## config.mk

```make
export PLATFORM = sky130hd
export DESIGN_NAME = seq_divider
export DESIGN_NICKNAME = d
export VERILOG_FILES = /design/src/rtl/seq_divider_pkg.sv /design/src/rtl/seq_divider_div_step.sv /design/src/rtl/seq_divider.sv
export SDC_FILE = /design/constraint.sdc
export NUM_CORES = 1
export LEC_CHECK = 0
export ABC_AREA = 1
export CAP_MARGIN = 20
export CORE_MARGIN = 4
export CORE_UTILIZATION = 54
export DETAILED_ROUTE_END_ITERATION = 6
export GPL_TIMING_DRIVEN = 0
export PLACE_DENSITY = 0.81
export SYNTH_ARGS = -nofsm -noshare
export SYNTH_HDL_FRONTEND = slang
export SYNTH_HIERARCHICAL = 1
export SYNTH_SLANG_ARGS = --single-unit
```

## constraint.sdc

```tcl
create_clock -name clk -period 2.4 [get_ports clk]
set_input_delay 0.24 -clock clk [delete_from_list [all_inputs] [get_ports clk]]
set_output_delay 0.24 -clock clk [all_outputs]
set_load 0.01 [all_outputs]
```

## src/rtl/seq_divider_pkg.sv

```systemverilog
// seq_divider_pkg: shared widths and FSM state type for the sequential
// restoring divider (seq_divider) and its single-step datapath (div_step).
package seq_divider_pkg;

  // Default operand widths, matched to the paired MAC_UNIT multiplier.
  localparam int unsigned A_WIDTH_DEF = 7;
  localparam int unsigned B_WIDTH_DEF = 4;

  // Divider control states.
  typedef enum logic [1:0] {
    ST_IDLE = 2'd0,
    ST_BUSY = 2'd1,
    ST_DONE = 2'd2
  } state_e;

endpackage : seq_divider_pkg

```

## src/rtl/seq_divider_div_step.sv

```systemverilog
// div_step: one combinational radix-2 restoring division step.
// Ports:
//   part_i    : current partial remainder (B_WIDTH+1 bits)
//   bit_i     : next dividend bit, shifted in at the LSB
//   divisor_i : divisor
//   part_o    : next partial remainder
//   qbit_o    : quotient bit produced by this step
module div_step
  import seq_divider_pkg::*;
#(
  parameter int unsigned B_WIDTH = B_WIDTH_DEF
) (
  input  logic [B_WIDTH:0]   part_i,
  input  logic               bit_i,
  input  logic [B_WIDTH-1:0] divisor_i,
  output logic [B_WIDTH:0]   part_o,
  output logic               qbit_o
);

  localparam int unsigned PW = B_WIDTH + 1;
  localparam int unsigned SW = B_WIDTH + 2;

  logic [SW-1:0] shifted;
  logic [SW-1:0] dvs_ext;

  // Shift in the dividend bit; one extra MSB keeps the compare exact.
  assign shifted = {part_i, bit_i};
  assign dvs_ext = SW'(divisor_i);

  // Trial subtraction is non-negative exactly when shifted >= divisor.
  assign qbit_o = (shifted >= dvs_ext);
  assign part_o = qbit_o ? PW'(shifted - dvs_ext) : PW'(shifted);

endmodule : div_step

```

## src/rtl/seq_divider.sv

```systemverilog
// seq_divider: sequential radix-2 restoring divider, one quotient bit per cycle.
// Ports:
//   clk, rst_n          : clock, asynchronous active-low reset
//   in_valid / in_ready : operand handshake (in_ready high only in IDLE)
//   Dividend, Divisor   : unsigned operands (DVD_WIDTH / B_WIDTH bits)
//   out_valid/out_ready : result handshake (out_valid high only in DONE)
//   Quotient, Remainder : result, held until the next result or reset
//   div_by_zero         : result came from a zero divisor
module seq_divider
  import seq_divider_pkg::*;
#(
  parameter  int unsigned A_WIDTH   = A_WIDTH_DEF,
  parameter  int unsigned B_WIDTH   = B_WIDTH_DEF,
  localparam int unsigned DVD_WIDTH = A_WIDTH + B_WIDTH
) (
  input  logic                 clk,
  input  logic                 rst_n,
  input  logic                 in_valid,
  output logic                 in_ready,
  input  logic [DVD_WIDTH-1:0] Dividend,
  input  logic [B_WIDTH-1:0]   Divisor,
  output logic                 out_valid,
  input  logic                 out_ready,
  output logic [DVD_WIDTH-1:0] Quotient,
  output logic [B_WIDTH-1:0]   Remainder,
  output logic                 div_by_zero
);

  localparam int unsigned CNT_W = $clog2(DVD_WIDTH + 1);
  localparam int unsigned PW    = B_WIDTH + 1;

  state_e               state_q,     state_d;
  logic [DVD_WIDTH-1:0] dvd_q,       dvd_d;
  logic [B_WIDTH-1:0]   dvs_q,       dvs_d;
  logic [B_WIDTH-1:0]   dvd_lo_q,    dvd_lo_d;
  logic [PW-1:0]        part_q,      part_d;
  logic [CNT_W-1:0]     cnt_q,       cnt_d;
  logic                 in_ready_q,  in_ready_d;
  logic                 out_valid_q, out_valid_d;
  logic [DVD_WIDTH-1:0] quo_q,       quo_d;
  logic [B_WIDTH-1:0]   rem_q,       rem_d;
  logic                 dbz_q,       dbz_d;

  logic [PW-1:0]        step_part;
  logic                 step_qbit;

  // Single shared restoring step fed from the dividend MSB.
  div_step #(
    .B_WIDTH (B_WIDTH)
  ) u_step (
    .part_i    (part_q),
    .bit_i     (dvd_q[DVD_WIDTH-1]),
    .divisor_i (dvs_q),
    .part_o    (step_part),
    .qbit_o    (step_qbit)
  );

  // Next-state, datapath and registered-output logic.
  always_comb begin
    state_d     = state_q;
    dvd_d       = dvd_q;
    dvs_d       = dvs_q;
    dvd_lo_d    = dvd_lo_q;
    part_d      = part_q;
    cnt_d       = cnt_q;
    in_ready_d  = in_ready_q;
    out_valid_d = out_valid_q;
    quo_d       = quo_q;
    rem_d       = rem_q;
    dbz_d       = dbz_q;

    unique case (state_q)
      ST_IDLE: begin
        if (in_valid && in_ready_q) begin
          state_d    = ST_BUSY;
          dvd_d      = Dividend;
          dvs_d      = Divisor;
          dvd_lo_d   = Dividend[B_WIDTH-1:0];
          part_d     = '0;
          cnt_d      = CNT_W'(DVD_WIDTH - 1);
          in_ready_d = 1'b0;
        end
      end

      ST_BUSY: begin
        // Dividend register doubles as the quotient shift register.
        dvd_d  = {dvd_q[DVD_WIDTH-2:0], step_qbit};
        part_d = step_part;
        if (cnt_q == '0) begin
          state_d     = ST_DONE;
          out_valid_d = 1'b1;
          if (dvs_q == '0) begin
            // Zero divisor: iteration ran for uniform latency, result is forced.
            quo_d = '1;
            rem_d = dvd_lo_q;
            dbz_d = 1'b1;
          end else begin
            quo_d = {dvd_q[DVD_WIDTH-2:0], step_qbit};
            rem_d = step_part[B_WIDTH-1:0];
            dbz_d = 1'b0;
          end
        end else begin
          cnt_d = cnt_q - CNT_W'(1);
        end
      end

      ST_DONE: begin
        // Result fields keep their value after the handshake.
        if (out_ready) begin
          state_d     = ST_IDLE;
          out_valid_d = 1'b0;
          in_ready_d  = 1'b1;
        end
      end

      default: begin
        state_d     = ST_IDLE;
        out_valid_d = 1'b0;
        in_ready_d  = 1'b1;
      end
    endcase
  end

  // State and datapath registers.
  always_ff @(posedge clk or negedge rst_n) begin
    if (!rst_n) begin
      state_q     <= ST_IDLE;
      dvd_q       <= '0;
      dvs_q       <= '0;
      dvd_lo_q    <= '0;
      part_q      <= '0;
      cnt_q       <= '0;
      in_ready_q  <= 1'b1;
      out_valid_q <= 1'b0;
      quo_q       <= '0;
      rem_q       <= '0;
      dbz_q       <= 1'b0;
    end else begin
      state_q     <= state_d;
      dvd_q       <= dvd_d;
      dvs_q       <= dvs_d;
      dvd_lo_q    <= dvd_lo_d;
      part_q      <= part_d;
      cnt_q       <= cnt_d;
      in_ready_q  <= in_ready_d;
      out_valid_q <= out_valid_d;
      quo_q       <= quo_d;
      rem_q       <= rem_d;
      dbz_q       <= dbz_d;
    end
  end

  assign in_ready    = in_ready_q;
  assign out_valid   = out_valid_q;
  assign Quotient    = quo_q;
  assign Remainder   = rem_q;
  assign div_by_zero = dbz_q;

endmodule : seq_divider

```

* After elaboration in Yosys (flattened, before gate mapping)
Index checks and enable logic that the tools add are counted.
** Word-level totals
- Bits in registers :: 48
- Input port bits :: 19
- Output and inout bits :: 18
- Logic and storage cells :: 55
** Cells by class
- Add/subtract/negate cells :: 2
- $lt $le $gt $ge :: 1
- Equality and inequality tests :: 6
- Muxes and demuxes :: 21
- Bitwise operators :: 2
- Reductions and logical operators :: 12
** Operators with widths (number)
- 2-to-1 mux 11 bit :: 2
- case mux 11 bit (2 select lines) :: 1
- 2-to-1 mux 4 bit :: 3
- AND reduction 3 bit :: 4
- 2-to-1 mux 5 bit :: 2
- case mux 5 bit (2 select lines) :: 1
- logical NOT 4 bit :: 2
- inequality test 2 bit (second input constant) :: 4
- case mux 4 bit (2 select lines) :: 1
- >= comparator 6 x 4 -> 1 bit :: 1
- 2-to-1 mux 2 bit :: 3
- case mux 1 bit (3 select lines) :: 2
- case mux 2 bit (3 select lines) :: 1
- AND reduction 2 bit :: 3
- 2-to-1 mux 1 bit :: 5
- subtractor 5 x 4 -> 5 bit :: 1
- subtractor 4 x 1 -> 4 bit (second input constant) :: 1
- == test 2 x 1 -> 1 bit (second input constant) :: 1
- == test 2 bit (second input constant) :: 1
- logical NOT 2 bit :: 1
- NOT 1 bit :: 2
- nonzero test 2 bit :: 1
- logical AND 1 bit :: 1

* Longest topological paths before layout
Gate-level depths: netlist of the first run.
- Word-level depth :: 3
- Mapped depth :: 14
- Mapped depth without buffers :: 14

* Hierarchy
Netlist of the first run, hierarchy kept.
** Modules (own cells, without submodules)
- seq_divider :: times used 1, cells an instance 259, area each 2178.3 µm², sequential area each 1202.4 µm²
- div_step :: times used 1, cells an instance 45, area each 285.3 µm², sequential area each 0.0 µm²

* Worst setup path after synthesis of the first run
Ideal clock, no wire load.
- Path kind :: flip-flop to flip-flop
- From :: reg dvd_q[10]
- To :: reg rem_q[3], in the netlist Remainder[3]
- Library setup time :: 0.117 ns
- Data arrival time :: 1.641 ns
- Data required time :: 2.283 ns
- Setup slack :: 0.642 ns
- Stages on the path, launching flop included :: 15
- Buffers on the path :: 0
- Clock period less this slack :: 1.758 ns
- Path through :: dfrtp_1 inv_1 ha_1 inv_1 fa_1 nand2_1 nand2_2 nand2_4 nand3_4 nand2_2 nand2_2 inv_1 nand2_1 nand3_1 nand2_1
** On the way
- Cells in the longest elaborated chain, start to end :: 3
- Elaborated cells between the ends (all ways) :: 4
- Those cells by class :: 1 x add/sub; 1 x order compare; 2 x mux
** Ends and longest elaborated chain
- start, declared :: RTL line seq_divider.sv:33 : logic [DVD_WIDTH-1:0] dvd_q, dvd_d;
- start signal, assigned :: RTL line seq_divider.sv:140 : dvd_q <= dvd_d;
- >= comparator 6 x 4 -> 1 bit :: RTL line seq_divider_div_step.sv:31 : assign qbit_o = (shifted >= dvs_ext);
- net step_qbit :: RTL line seq_divider.sv:45 : logic step_qbit;
- 2-to-1 mux 5 bit :: RTL line seq_divider_div_step.sv:32 : assign part_o = qbit_o ? PW'(shifted - dvs_ext) : PW'(shifted);
- net step_part[3] :: RTL line seq_divider.sv:44 : logic [PW-1:0] step_part;
- 2-to-1 mux 4 bit :: RTL line seq_divider.sv:92 : if (dvs_q == '0) begin
- end signal, assigned :: RTL line seq_divider.sv:148 : rem_q <= rem_d;
- end, declared :: RTL line seq_divider.sv:41 : logic [B_WIDTH-1:0] rem_q, rem_d;
The timed path passes the listed nets, and every way through them passes these cells.
A chain may end at the register's enable or synchronous reset.

* Worst setup path in the final report of the first run
- From :: reg dvd_q[10]
- To :: reg rem_q[0], in the netlist Remainder[0]
Same word-level chain as after synthesis.

==> results of run 1 <==
[area by class of cell]
type	instances	area (sq um)
plain buffers	7	46.3
clock buffers	5	68.8
clock inverters	3	47.5
fillers	352	1350
inverters	36	138
multi-input cells	213	1080
flip-flops and latches	48	1200
well taps	52	65.1
repair buffers	38	385
[logic make-up (layout without fill, tap and decap cells)]
kind of cell               after synthesis  after routing  synth area share
and+or+nand+nor                        187            187             0.357
AOI/OAI and AO/OA                       17             17            0.0345
adders and majority gates                7              7            0.0386
DFF                                     48             48             0.488
xor gates and xnor gates                 2              2           0.00711
buffers and inverters                   43             89            0.0747
[flip-flops by register name (all words and copies together) (netlist names)]
name,flops
dvs_q,4
part_q,5
dvd_lo_q,4
div_by_zero,1
Quotient,11
Remainder,4
state_q,2
dvd_q,11
out_valid,1
in_ready,1
cnt_q,4
[Yosys cell counts, types with 2 or more instances]
library cell	count	area (sq um)
nand2_1	133	499
dfrtp_1	47	1180
inv_1	33	124
nand3_1	22	110
o21ai_0	14	70.1
nand4_1	8	50.1
ha_1	6	75.1
nor2_1	5	18.8
buf_2	4	20.0
nand2_2	4	25.0
nand3_2	4	40.0
nor2_4	4	45.0
buf_6	2	22.5
inv_2	2	7.51
nor2_2	2	12.5
o21ai_1	2	10.0
[timing repair]
| action | in CTS | in global routing |
|---|---|---|
| endpoints found under the setup margin | 0 | 0 |
| hold endpoints to repair | 10 | 0 |
| buffers inserted | 0 | 0 |
| hold buffers | 1 | 0 |
[power breakdown]
| part | internal, W | leakage, nW | total, W | switching [W] |
|---|---|---|---|---|
| logic | 0.000995 | 0.921 | 0.00245 | 0.00145 |
| clock network | 0.000314 | 0.0583 | 0.000606 | 0.000292 |
| registers | 0.00119 | 0.602 | 0.00144 | 0.000254 |
[path summary, 6_finish.rpt]
| check | from | end | slack [ps] | depth (start not counted) |
|---|---|---|---|---|
| worst max-delay path | dvd_q[10] | Remainder[0] | 430 | 14 |
| worst min-delay path | rst_n | Quotient[0] | 310 | 2 |
| worst max register to register | dvd_q[10] | Remainder[0] | 430 | 14 |
| worst min register to register | Quotient[8] | Quotient[8] | 480 | 2 |
| max in group asynchronous | rst_n | in_ready | 1550 | 3 |
| min in group clk | Divisor[2] | dvs_q[2] | 470 | 3 |
[metrics by stage]
| step | setup WS [ps] | setup TNS, ps | cell area, sq um | total power, W |
|---|---|---|---|---|
| CTS | 446 | 0 | 3030 | 0.00452 |
| floorplan | 642 | 0 | 2460 | 0.00319 |
| finish | 434 | 0 | 3030 | 0.00450 |
| global placement | -216 | -10000 | 2890 | 0.00381 |
| global route | 302 | 0 | 3030 | 0.00495 |
| detailed placement | 471 | 0 | 2900 | 0.00390 |
[routing by layer]
layer	share of wire	global-route usage
met3	0.034	0.0475
met5	0	0
met4	0.013	0.0699
met1	0.46	0.253
met2	0.49	0.344
==> metrics.txt, run 1 <==
outcome=finished clean; CP Data Arrival Time=~2200 ps; I/O pins=37; dpl cells=roughly 390; most frequent cells in the layout=nand2_1, dfrtp_1, clkdlybuf4s50_1; CP most frequent cell=nand2_1; register area share after synthesis=0.488; Site Rows=24; commonest non-fill, non-tap cell in the layout=nand2_1; Fin Hold WS=around 310 ps; Ant. Diodes=0; final slew viol count=0; crit-path cells=inv_1 -> ha_1 -> inv_1 -> fa_1 -> nand2_1 -> nand2_2 -> nand2_4 -> nand3_4 -> nand2_1 -> nand2_1 -> inv_1 -> nand2_1 -> nand3_1 -> nand2_1; Clock Sinks=between 40 and 50; Syn Std Cell Area=~2500 sq um; antenna violations before repair=0; share of cells above drive strength 1=0.111; CP top delay family=simple AND/OR/NAND/NOR gates; WL/cell=roughly 13 microns; Final Wtd Congestion=0.851; Pwr Density=1480 nW/um^2; Avg Cell Area, Syn=approximately 8.1 sq um; Slew HR=0.734; Worst setup SP type=flop; CP endpoint kind=flop; Initial Util=0.562; vias per cell=approximately 5.0; drt drc=0; maximum achievable frequency=between 0.5 and 0.6 GHz; Critical-path top delay cell=fa_1; CP peak stage delay=around 410 ps; CTS clk-pin slew, worst paths=around 100 ps; clock skew=between 9 and 10 ps; CTS tree=yes; Yosys reg bits=between 40 and 50; synth warn=6; nets@finish=~380; first-pass GRT wire length=around 8.7 mm; vias in the first global route=around 2,100; Port-buffer cells=36; Post-DRT Antenna Nets=0; Chip Width=75.5 microns; area of the die=around 5700 sq um; Peak VDD IR=0.658 mV; Crit Path Category=reg2reg; worst-margin pin slew=around 400 ps; drt initial violations=around 130; clock buffer depth=2; Max Cap Viol=0; ys async rst share=1.00; worst hold path class=in2async; # resized after CTS=0; Worst Path Buf+Inv=3; RSZ-0062 raised after global routing=false; largest fanout on the critical path=6; crit path time final=1970 ps; htree depth=2; final hold vios=0; CP Data Required Time=approximately 2600 ps; final wirelength=approximately 5.1 mm; all-layer global routing usage=0.202; hpwl dp=3.85 mm; Layout Cells excl Fill=402; clk root buf=clkbuf_8; Final Cycle Share=0.819; Area Overhead vs Synth=23.0%; insertion delay to the later sink of the worst-skew pair=roughly 310 ps; largest net degree at the start of global routing=39; Pre-antenna DRT Iters=4; # setup viols final=0; fin util=0.691; gr ovfl total=0; Num CTS Buffers=5; vias=a little over 2,000; Synth Flop Type=dfrtp_1; Leakage=between 1.5 and 2 nW; Die Y=75.5 microns; syn_nets=330; Cell variety after synth=28; Core Box Area=4380 sq um; Post-synth EDFFs=0; Syn Inst Count=304
(Power assumes the default switching activity.)
==> run 2: changes to the inputs <==
Clock period 2.4 ns to 1.9 ns, I/O delays scaled along.
==> metrics.txt, run 2 (synthesis gave the netlist of run 1 again) <==
Area Overhead vs Synth=26.7%; vias in the first global route=~2,000; Clk pwr share=0.125; # setup viols final=2; Core Box Area=roughly 4400 sq um; CP Data Arrival Time=between 2000 and 2500 ps; commonest non-fill, non-tap cell in the layout=nand2_1; maximum achievable frequency=approximately 0.52 GHz; worst hold path class=in2async; R2R cell count=14; htree depth=2; CP Data Required Time=between 2000 and 2500 ps; clock buffer depth=2; share of cells above drive strength 1=0.174; gr ovfl total=0; switch share=0.447; dpl cells=393; vias per cell=5.14; Ant. Diodes=0; failing checks=setup timing; final wirelength=approximately 5.3 mm; Worst setup SP type=flop; drt initial violations=194; Int Pwr=approximately 0.0034 W; insertion delay to the later sink of the worst-skew pair=310 ps; Slew HR=0.737; clock skew=8.05 ps; WL/cell=about 13 microns; largest net degree at the start of global routing=39; hpwl dp=between 3 and 4 mm; most frequent cells in the layout=nand2_1, dfrtp_1, clkdlybuf4s50_1; worst-margin pin slew=around 400 ps; antenna violations before repair=0; I/O pins=37; Pwr Density=just under 2000 nW/um^2; largest fanout on the critical path=5; nets@finish=approximately 380; combinational power share=0.579; vias=between 2,000 and 2,500; Die Y=roughly 76 microns; outcome=finished with violations; Layout Cells excl Fill=between 400 and 500; final hold vios=0; final slew viol count=0; setup slack after layout=-16.4 ps; all-layer global routing usage=0.202; r2r setup slk=-20 ps; CTS tree=yes; Num CTS Buffers=5; Site Rows=24; Chip Width=~76 microns; Port-buffer cells=36; Post-DRT Antenna Nets=0; drt drc=0; clk root buf=clkbuf_8; Final Wtd Congestion=roughly 0.85; Crit Path Category=reg2reg; crit path time final=between 1500 and 2000 ps; RSZ-0062 raised after global routing=true; P_sw=approximately 0.0028 W; CP endpoint kind=flop; first-pass GRT wire length=8.71 mm; Pre-antenna DRT Iters=4; Final Cycle Share=1.01; Initial Util=0.562; area of the die=5710 sq um; CTS clk-pin slew, worst paths=approximately 100 ps; Sum Neg Setup Slack=-26.1 ps; Leakage=around 1.6 nW; Peak VDD IR=roughly 0.86 mV; Clock Sinks=48; part of the power in registers=0.297; Max Cap Viol=0
run 2: cell types whose count changed in the layout (fill, tap and decap cells not counted), sizes merged:
cell  change
buf       +7
run 2: metal layers:
metal	GRT usage	share of wire
met1	0.253	0.44
met2	0.344	0.50
met3	0.0475	0.041
met4	0.0699	0.022
met5	0	0
run 2: worst paths after layout:
kind,from,end
setup / recovery,dvd_q[10],Remainder[0]
hold / removal,rst_n,Quotient[0]
setup reg to reg,dvd_q[10],Remainder[0]
hold reg to reg,Quotient[8],Quotient[8]
max in group asynchronous,rst_n,in_ready
min in group clk,Divisor[1],dvs_q[1]
run 2: layout make-up:
class                           count  area [sq um]
Fill cell                         337          1260
Sequential cell                    48          1200
Multi-Input combinational cell    213          1110
Timing Repair Buffer               45           438
Inverter                           36           138
Clock buffer                        5          68.8
Tap cell                           52          65.1
Clock inverter                      3          47.5
Buffer                              7          46.3
run 2: worst max-delay path: stages, from the launching register on:
cell,delay (ps)
dfrtp_1,410
inv_1,70
ha_2,160
inv_2,40
fa_2,360
nand2_1,90
nand2_2,70
nand2_4,100
nand3_4,120
nand2_2,100
nand2_2,50
inv_2,60
nand2_2,50
nand3_2,80
nand2_1,50
run 2: power by group through the flow:
stage	combinational (W)	sequential, W	clock, W
2_1_floorplan	0.00218	0.00185	0
3_3_place_gp	0.00299	0.00183	0
3_5_place_dp	0.00309	0.00184	0
4_1_cts	0.00312	0.00182	0.000778
5_1_grt	0.00401	0.00189	0.000823
6_report	0.00357	0.00183	0.000768
run 2: what timing repair did:
item | in CTS | in global routing
endpoints found under the setup margin | 4 | 7
gates resized for setup | 1 | 18
endpoints found under the hold margin | 10 | 0
setup buffers | 0 | 7
pin swaps | 0 | 10
hold buffers | 1 | 0
run 2: through the flow:
step                instance area (sq um)  power, W  utilization  worst slack, ps  hold slack, ps
floorplan                            2460   0.00403            -              142            -106
global placement                     2890   0.00481        0.659             -666             453
detailed placement                   2900   0.00493        0.662            -29.0            71.2
CTS                                  3030   0.00572        0.692             10.0             262
global route                         3120   0.00672        0.712             -106             276
finish                               3120   0.00616        0.712            -16.4             255
